==> config.mk <==
export PLATFORM = sky130hd
export DESIGN_NAME = bcd_timekeeper
export DESIGN_NICKNAME = d
export VERILOG_FILES = /design/src/rtl/bcd_timekeeper_pkg.sv /design/src/rtl/bcd_timekeeper_seg7_encoder.sv /design/src/rtl/bcd_timekeeper.sv
export SDC_FILE = /design/constraint.sdc
export NUM_CORES = 1
export LEC_CHECK = 0
export ABC_AREA = 1
export ABC_CLOCK_PERIOD_IN_PS = 2600
export BUFFER_PORTS_ARGS = -buffer_cell sky130_fd_sc_hd__buf_4
export CAP_MARGIN = 30
export CORE_ASPECT_RATIO = 1.1
export CORE_MARGIN = 4
export CORE_UTILIZATION = 50
export CTS_BUF_LIST = sky130_fd_sc_hd__clkbuf_4 sky130_fd_sc_hd__clkbuf_8
export DETAILED_ROUTE_END_ITERATION = 12
export PLACE_DENSITY_LB_ADDON = 0.12
export SYNTH_ARGS = -nofsm -noshare
export SYNTH_HDL_FRONTEND = slang
export SYNTH_SLANG_ARGS = --single-unit
==> constraint.sdc <==
create_clock -name clk -period 2.6 [get_ports clk]
set_input_delay 0.39 -clock clk [delete_from_list [all_inputs] [get_ports clk]]
set_output_delay 0.39 -clock clk [all_outputs]
set_load 0.01 [all_outputs]
==> src/rtl/bcd_timekeeper_pkg.sv <==
// Shared types, segment constants and BCD time helpers for bcd_timekeeper.
// The optional alarm (macro BCD_TIMEKEEPER_ALARM_EN) uses is_legal_time too.
package bcd_timekeeper_pkg;

    typedef logic [3:0] bcd_t;

    // Packing matches set_time/time_bcd: {h10,h1,m10,m1,s10,s1}, h10 in the MSBs.
    typedef struct packed {
        bcd_t h10;
        bcd_t h1;
        bcd_t m10;
        bcd_t m1;
        bcd_t s10;
        bcd_t s1;
    } time_t;

    typedef enum logic {
        LD_IDLE  = 1'b0,
        LD_CHECK = 1'b1
    } load_state_e;

    // Active-high segment patterns, bit 6 = a ... bit 0 = g.
    localparam logic [6:0] SEG_0     = 7'h7E;
    localparam logic [6:0] SEG_1     = 7'h30;
    localparam logic [6:0] SEG_2     = 7'h6D;
    localparam logic [6:0] SEG_3     = 7'h79;
    localparam logic [6:0] SEG_4     = 7'h33;
    localparam logic [6:0] SEG_5     = 7'h5B;
    localparam logic [6:0] SEG_6     = 7'h5F;
    localparam logic [6:0] SEG_7     = 7'h70;
    localparam logic [6:0] SEG_8     = 7'h7F;
    localparam logic [6:0] SEG_9     = 7'h7B;
    localparam logic [6:0] SEG_BLANK = 7'h00;

    // Decimal points lit between HH.MM.SS (digits 2 and 4), active-high form.
    localparam logic [5:0] DP_LIT = 6'b010100;

    // True when every digit is BCD, tens of minutes/seconds <= 5 and hour <= 23.
    function automatic logic is_legal_time(time_t t);
        logic hour_ok;
        hour_ok = (t.h10 <= 4'd2) && (t.h1 <= 4'd9) && !((t.h10 == 4'd2) && (t.h1 > 4'd3));
        return hour_ok && (t.m10 <= 4'd5) && (t.m1 <= 4'd9) &&
               (t.s10 <= 4'd5) && (t.s1 <= 4'd9);
    endfunction

    // One-second BCD increment with the full ripple carry and 23:59:59 wrap.
    function automatic time_t time_inc(time_t t);
        time_t n;
        n = t;
        if (t.s1 != 4'd9) begin
            n.s1 = 4'(t.s1 + 4'd1);
        end else begin
            n.s1 = 4'd0;
            if (t.s10 != 4'd5) begin
                n.s10 = 4'(t.s10 + 4'd1);
            end else begin
                n.s10 = 4'd0;
                if (t.m1 != 4'd9) begin
                    n.m1 = 4'(t.m1 + 4'd1);
                end else begin
                    n.m1 = 4'd0;
                    if (t.m10 != 4'd5) begin
                        n.m10 = 4'(t.m10 + 4'd1);
                    end else begin
                        n.m10 = 4'd0;
                        if ((t.h10 == 4'd2) && (t.h1 == 4'd3)) begin
                            n.h10 = 4'd0;
                            n.h1  = 4'd0;
                        end else if (t.h1 == 4'd9) begin
                            n.h1  = 4'd0;
                            n.h10 = 4'(t.h10 + 4'd1);
                        end else begin
                            n.h1  = 4'(t.h1 + 4'd1);
                        end
                    end
                end
            end
        end
        return n;
    endfunction

endpackage

==> src/rtl/bcd_timekeeper_seg7_encoder.sv <==
// Single BCD digit to active-high 7-segment pattern, with blanking.
// Polarity is handled by the parent.
import bcd_timekeeper_pkg::*;

module seg7_encoder (
    input  bcd_t       digit,
    input  logic       blank,
    output logic [6:0] seg
);

    // Pattern lookup; blank overrides the digit.
    always_comb begin
        seg = SEG_BLANK;
        if (!blank) begin
            case (digit)
                4'd0:    seg = SEG_0;
                4'd1:    seg = SEG_1;
                4'd2:    seg = SEG_2;
                4'd3:    seg = SEG_3;
                4'd4:    seg = SEG_4;
                4'd5:    seg = SEG_5;
                4'd6:    seg = SEG_6;
                4'd7:    seg = SEG_7;
                4'd8:    seg = SEG_8;
                4'd9:    seg = SEG_9;
                default: seg = SEG_BLANK;
            endcase
        end
    end

endmodule

==> src/rtl/bcd_timekeeper.sv <==
// BCD HH:MM:SS timekeeper with validated time load, 12/24 h display and
// 7-segment drive. Optional alarm enabled by BCD_TIMEKEEPER_ALARM_EN.
//
// Load handshake: a load is accepted on a clk edge where set_valid and
// set_ready are both 1; set_ready drops for the single CHECK cycle that
// follows, and the load (or a one-cycle set_err) takes effect at the end
// of that cycle.
import bcd_timekeeper_pkg::*;

module bcd_timekeeper #(
    parameter int CLK_HZ         = 50000000,
    parameter bit SEG_ACTIVE_LOW = 1'b1,
    parameter bit DP_ACTIVE_LOW  = 1'b1
) (
    input  logic        clk,
    input  logic        rst,
    input  logic        mode_12h,
    input  logic        set_valid,
    input  logic [23:0] set_time,
    output logic        set_ready,
    output logic        set_err,
    output logic [23:0] time_bcd,
    output logic        pm,
    output logic        sec_pulse,
    output logic [41:0] seg,
`ifdef BCD_TIMEKEEPER_ALARM_EN
    input  logic        alarm_set,
    input  logic        alarm_arm,
    output logic        alarm,
`endif
    output logic [5:0]  dp
);

    localparam int PW = (CLK_HZ > 1) ? $clog2(CLK_HZ) : 1;
    localparam logic [PW-1:0] PRESC_MAX = PW'(CLK_HZ - 1);

    logic [PW-1:0] presc_q;
    time_t         time_q;
    time_t         cap_q;
    load_state_e   state_q, state_d;
    logic          ready_q;
    logic          sec_pulse_q;
    logic          set_err_q;
    logic          tick;
    logic          accept;
    logic          load_apply;
    logic          load_reject;
    logic          alarm_reject;

    assign tick        = (presc_q == PRESC_MAX);
    assign set_ready   = ready_q && (state_q == LD_IDLE);
    assign accept      = set_ready && set_valid;
    assign load_apply  = (state_q == LD_CHECK) && is_legal_time(cap_q);
    assign load_reject = (state_q == LD_CHECK) && !is_legal_time(cap_q);

    // Load FSM state, ready flag (low through reset) and captured request.
    always_ff @(posedge clk) begin
        if (rst) begin
            state_q <= LD_IDLE;
            ready_q <= 1'b0;
            cap_q   <= '0;
        end else begin
            state_q <= state_d;
            ready_q <= 1'b1;
            if (accept) begin
                cap_q <= time_t'(set_time);
            end
        end
    end

    // Load FSM next state: CHECK always lasts exactly one cycle.
    always_comb begin
        state_d = state_q;
        case (state_q)
            LD_IDLE:  if (accept) state_d = LD_CHECK;
            LD_CHECK: state_d = LD_IDLE;
            default:  state_d = LD_IDLE;
        endcase
    end

    // Prescaler and time; a legal load restarts the second and swallows any tick.
    always_ff @(posedge clk) begin
        if (rst) begin
            presc_q     <= '0;
            time_q      <= '0;
            sec_pulse_q <= 1'b0;
        end else if (load_apply) begin
            presc_q     <= '0;
            time_q      <= cap_q;
            sec_pulse_q <= 1'b0;
        end else begin
            sec_pulse_q <= tick;
            if (tick) begin
                presc_q <= '0;
                time_q  <= time_inc(time_q);
            end else begin
                presc_q <= presc_q + PW'(1);
            end
        end
    end

`ifdef BCD_TIMEKEEPER_ALARM_EN
    time_t         time_next;
    logic [15:0]   alarm_hm_q;
    logic          alarm_q;
    logic          alarm_hit;
    logic          alarm_legal;

    assign time_next    = time_inc(time_q);
    assign alarm_legal  = is_legal_time(time_t'({set_time[23:8], 8'h00}));
    assign alarm_reject = alarm_set && !alarm_legal;
    assign alarm_hit    = tick && !load_apply && (time_next.s10 == 4'd0) &&
                          (time_next.s1 == 4'd0) &&
                          ({time_next.h10, time_next.h1, time_next.m10, time_next.m1} == alarm_hm_q);

    // Stored alarm time and the latched alarm flag, which arm=0 clears.
    always_ff @(posedge clk) begin
        if (rst) begin
            alarm_hm_q <= '0;
            alarm_q    <= 1'b0;
        end else begin
            if (alarm_set && alarm_legal) begin
                alarm_hm_q <= set_time[23:8];
            end
            if (!alarm_arm) begin
                alarm_q <= 1'b0;
            end else if (alarm_hit) begin
                alarm_q <= 1'b1;
            end
        end
    end

    assign alarm = alarm_q;
`else
    assign alarm_reject = 1'b0;
`endif

    // Rejected loads produce a single-cycle error pulse after the CHECK cycle.
    always_ff @(posedge clk) begin
        if (rst) begin
            set_err_q <= 1'b0;
        end else begin
            set_err_q <= load_reject || alarm_reject;
        end
    end

    assign set_err   = set_err_q;
    assign sec_pulse = sec_pulse_q;
    assign time_bcd  = time_q;
    assign pm        = (time_q.h10 == 4'd2) || ((time_q.h10 == 4'd1) && (time_q.h1 >= 4'd2));

    bcd_t disp_h10, disp_h1;
    logic h10_blank;

    // Hour digits for display: 12 h mode remaps 00 and 13..23 and blanks a leading zero.
    always_comb begin
        disp_h10  = time_q.h10;
        disp_h1   = time_q.h1;
        h10_blank = 1'b0;
        if (mode_12h) begin
            if ((time_q.h10 == 4'd0) && (time_q.h1 == 4'd0)) begin
                disp_h10 = 4'd1;
                disp_h1  = 4'd2;
            end else if ((time_q.h10 == 4'd1) && (time_q.h1 >= 4'd3)) begin
                disp_h10 = 4'd0;
                disp_h1  = 4'(time_q.h1 - 4'd2);
            end else if ((time_q.h10 == 4'd2) && (time_q.h1 <= 4'd1)) begin
                disp_h10 = 4'd0;
                disp_h1  = 4'(time_q.h1 + 4'd8);
            end else if (time_q.h10 == 4'd2) begin
                disp_h10 = 4'd1;
                disp_h1  = 4'(time_q.h1 - 4'd2);
            end
            h10_blank = (disp_h10 == 4'd0);
        end
    end

    bcd_t        digit_v [6];
    logic        blank_v [6];
    logic [41:0] seg_raw;

    // Digit order d0 = s1 ... d5 = h10.
    always_comb begin
        digit_v[0] = time_q.s1;
        digit_v[1] = time_q.s10;
        digit_v[2] = time_q.m1;
        digit_v[3] = time_q.m10;
        digit_v[4] = disp_h1;
        digit_v[5] = disp_h10;
        blank_v[0] = 1'b0;
        blank_v[1] = 1'b0;
        blank_v[2] = 1'b0;
        blank_v[3] = 1'b0;
        blank_v[4] = 1'b0;
        blank_v[5] = h10_blank;
    end

    for (genvar g = 0; g < 6; g++) begin : g_enc
        seg7_encoder u_enc (
            .digit (digit_v[g]),
            .blank (blank_v[g]),
            .seg   (seg_raw[7*g +: 7])
        );
    end

    assign seg = SEG_ACTIVE_LOW ? ~seg_raw : seg_raw;
    assign dp  = DP_ACTIVE_LOW ? ~DP_LIT : DP_LIT;

endmodule

==> results.py <==
metrics = {
    "sta": {
        "worst_slew_margin_relative_to_its_limit_pct": 62.7,
        "layout_worst_path_cycle_share_pct": 105,
        "setup_ws_ns": -0.142,
        "timing.fmax_ghz": 0.365,
        "number_of_slew_limit_violations_in_the_final_report": 0,
        "period_minus_slack_ns": 2.74,
        "finalHoldViolations": 0,
        "setup_failing_eps_final": 13,
        "timing.hold.ws_ns": 0.281,
        "skew_ns": 0.00659,
        "grt_setup_unrepaired": "true",
        "timing_worst_slew_pin_value_ns": 0.559,
    },
    "die": {
        "ioPinCount": 104,
        "start_util_pct": 50.9,
        "chip_width_um": 116,
        "fp.coreArea_um2": 12500,
        "placementRows": 43,
        "overall_die_height_um": 127,
        "floorplan.die_area_um2": 14600,
    },
    "final_layout": {
        "finish.net_count": 1136,
        "insertedDiodeCount": 0,
        "final-instance-count-excl-fill": 1228,
        "areaGrowthSynthToFinish_pct": 29.2,
        "fin_util_pct": 65.8,
        "drive_above_1_share_pct": 27.5,
    },
    "synthesis": {
        "synthTopCellsByCount": "sky130_fd_sc_hd__nand2_1, sky130_fd_sc_hd__inv_1, sky130_fd_sc_hd__dfxtp_1, sky130_fd_sc_hd__nor2_1, sky130_fd_sc_hd__nand3_1",
        "ys_ff_latch": 106,
        "ys_types": 41,
        "synth_area_leader_cell": "sky130_fd_sc_hd__dfxtp_1",
        "synth.avg_cell_area_um2": 6.87,
        "synthFlopType": "sky130_fd_sc_hd__dfxtp_1",
        "syn_std_cell_area_um2": 6380,
        "synth_enable_flop_cells": 0,
        "async_reset_ff_share_pct": 0,
        "ys_seq_area_share_pct": 33.2,
        "synth_warnings": 0,
        "synth_top_cells_by_area": "sky130_fd_sc_hd__dfxtp_1, sky130_fd_sc_hd__nand2_1, sky130_fd_sc_hd__inv_1",
        "synth_most_common_cell": "sky130_fd_sc_hd__nand2_1",
        "synth.top_cell.area_share_pct": 33.2,
        "synthesis.instances": 929,
    },
    "placed_design": {
        "port_buffers": 97,
        "place.detailed.instances": 1187,
        "place_congestion": 0.830,
        "dp_slack_ns": 0.0839,
        "dp.final_hpwl_um": 10800,
    },
    "clock_tree": {
        "cts.root.buffer_cell": "sky130_fd_sc_hd__clkbuf_8",
        "htree_num_levels": 3,
        "clock_latency_ns": 0.38,
        "worst_setup_hold_path_clk_slew_ns": 0.10,
        "cts_tree": "yes",
        "maximum_buffer_depth_of_the_clock_tree": 2,
        "cts-buffers-inserted": 9,
        "clkSinkCount": 106,
        "holdBufCountCts": 0,
    },
    "global_routing": {
        "global_route.overflow_total": 0,
        "number_of_global_route_vias_before_repair": 5432,
        "grt_usage_pct": 20.7,
        "grt_max_degree": 28,
        "antenna_found_initial": 0,
        "grt_first_pass_wirelength_um": 24800,
    },
    "setup_path": {
        "timing.critical_path.arrival_ns": 2.35,
        "critPathMaxFanout": 4,
        "timing.setup.critical_path_class": "flip-flop to output pin",
        "reg2reg_depth": 17,
        "worstReg2RegStart": "cap_q[15]",
        "timing.reg2reg.setup_slack_ns": 0.25,
        "worst_r2r_endpoint": "g_enc[2].u_enc.seg[3]",
        "cp-end-kind": "output pin",
        "type_of_element_launching_the_critical_path": "flip-flop",
        "cp_data_required_time_ns": 2.21,
    },
    "routing": {
        "post_drt_via_cell_ratio": 4.95,
        "drc_violations_left": 0,
        "finalWirelength_um": 15500,
        "route.vias.total": 6073,
        "final_antenna_net_count": 0,
        "wire_per_inst_um": 12.6,
        "drt_pre_antenna_iters": 4,
        "drt-initial-drc-count": 275,
    },
    "min_path": {
        "whs_endpoint": "cap_q[20]",
        "type_of_the_worst_min_delay_path": "primary input to flip-flop",
        "holdPathStages": 3,
        "hold_path.startpoint": "set_time[20]",
    },
    "run_status": {
        "violations": "setup timing",
        "run_status": "finished, violations left",
    },
    "pwr": {
        "p_per_area_nw_per_um2": 394,
        "max-vdd-ir-drop_mv": 0.372,
        "power_leakage_nw": 4.22,
    },
    "job": {
        "drv_cap": 0,
    },
}
==> worst max-delay path, stage by stage, from the launching register on <==
cell and delay (ns):
sky130_fd_sc_hd__dfxtp_4 0.38, sky130_fd_sc_hd__inv_6 0.08, sky130_fd_sc_hd__ha_4 0.12, sky130_fd_sc_hd__inv_2 0.04, sky130_fd_sc_hd__nor2_4 0.16, sky130_fd_sc_hd__nand2_2 0.09, sky130_fd_sc_hd__o21ai_2 0.10, sky130_fd_sc_hd__nand2_4 0.09
sky130_fd_sc_hd__nand2_4 0.09, sky130_fd_sc_hd__o21ai_4 0.08, sky130_fd_sc_hd__buf_6 0.13, sky130_fd_sc_hd__ha_4 0.15, sky130_fd_sc_hd__a21oi_1 0.19, sky130_fd_sc_hd__nor2_1 0.08, sky130_fd_sc_hd__nand2_1 0.08, sky130_fd_sc_hd__buf_6 0.10
==> per-layer routing <==
metal	vias to the layer above	GRT usage (%)	routed length, um
met5	-	0	0
li1	3179	-	-
met4	0	8.46	323
met2	101	34.4	7710
met1	2774	26.3	6830
met3	19	3.67	632
==> kinds of logic after synthesis <==
logic type,synth area share (%)
other,0.118
AOI/OAI and AO/OA,10.2
DFF,33.2
and+or+nand+nor,33.1
xor gates and xnor gates,3.29
adders and majority gates,8.23
buffers and inverters,11.8
==> where the power goes <==
| group | switching [mW] | internal [mW] | leakage, nW |
|---|---|---|---|
| combinational | 0.247 | 0.181 | 3.24 |
| sequential | 0.0250 | 1.68 | 0.867 |
| clock | 0.574 | 0.542 | 0.113 |
==> state kept, by name, indices dropped and copies added, names as in the netlist <==
name / count
presc_q: 26
ready_q: 1
sec_pulse: 1
set_err: 1
cap_q: 24
state_q: 1
time_bcd: 24
g_enc.u_enc.seg: 28
==> timing repair <==
| action | CTS | global route |
|---|---|---|
| cloned | 0 | 2 |
| endpoints found under the setup margin | 14 | 39 |
| buffers inserted | 11 | 12 |
| gates resized for setup | 57 | 74 |
| pin swaps | 17 | 31 |
==> final cells by class <==
class,instances,area [um2]
Timing Repair Buffer,150,1210
Sequential cell,106,2140
Clock buffer,9,124
Multi-Input combinational cell,641,3880
Inverter,158,608
Tap cell,157,196
Clock inverter,7,92.6
Fill cell,1134,4290
==> worst max-delay path by stage <==
| stage | cells past startpoint | to | slack (ns) | start |
|---|---|---|---|---|
| 2_1_floorplan | 13 | seg[31] | 0.14 | time_bcd[22] |
| 3_3_place_gp | 12 | seg[37] | 0.08 | time_bcd[21] |
| 3_5_place_dp | 13 | seg[41] | 0.08 | time_bcd[21] |
| 4_1_cts | 14 | seg[31] | -0.05 | time_bcd[20] |
| 5_1_grt | 13 | seg[34] | -0.25 | time_bcd[20] |
| 6_report | 15 | seg[37] | -0.14 | time_bcd[20] |
==> through the flow <==
step                      instance area, um2  TNS, ns  power (mW)
after floorplan                         6400        0        1.98
after global placement                  7380        0        2.12
after detailed placement                7380        0        2.13
after CTS                               7840   -0.329        3.25
after global routing                    8250    -2.57        3.40
final                                   8250    -1.15        3.25
==> cell usage in the layout (no fill, tap or decap), types with 9 or more instances in the layout <==
| cell | count |
|---|---|
| sky130_fd_sc_hd__clkbuf_8 | 9 |
| sky130_fd_sc_hd__nand2_2 | 20 |
| sky130_fd_sc_hd__dfxtp_1 | 97 |
| sky130_fd_sc_hd__nand4_1 | 25 |
| sky130_fd_sc_hd__nand2_1 | 226 |
| sky130_fd_sc_hd__ha_4 | 9 |
| sky130_fd_sc_hd__nor2_1 | 57 |
| sky130_fd_sc_hd__buf_4 | 132 |
| sky130_fd_sc_hd__inv_2 | 13 |
| sky130_fd_sc_hd__nand2_4 | 13 |
| sky130_fd_sc_hd__xor2_1 | 18 |
| sky130_fd_sc_hd__nand3_1 | 50 |
| sky130_fd_sc_hd__ha_1 | 32 |
| sky130_fd_sc_hd__buf_6 | 16 |
| sky130_fd_sc_hd__a21oi_1 | 44 |
| sky130_fd_sc_hd__o21ai_1 | 17 |
| sky130_fd_sc_hd__inv_1 | 141 |
| sky130_fd_sc_hd__nor2_2 | 13 |
| sky130_fd_sc_hd__nand3_2 | 15 |
| sky130_fd_sc_hd__o21ai_0 | 36 |
(Power assumes the default switching activity.)
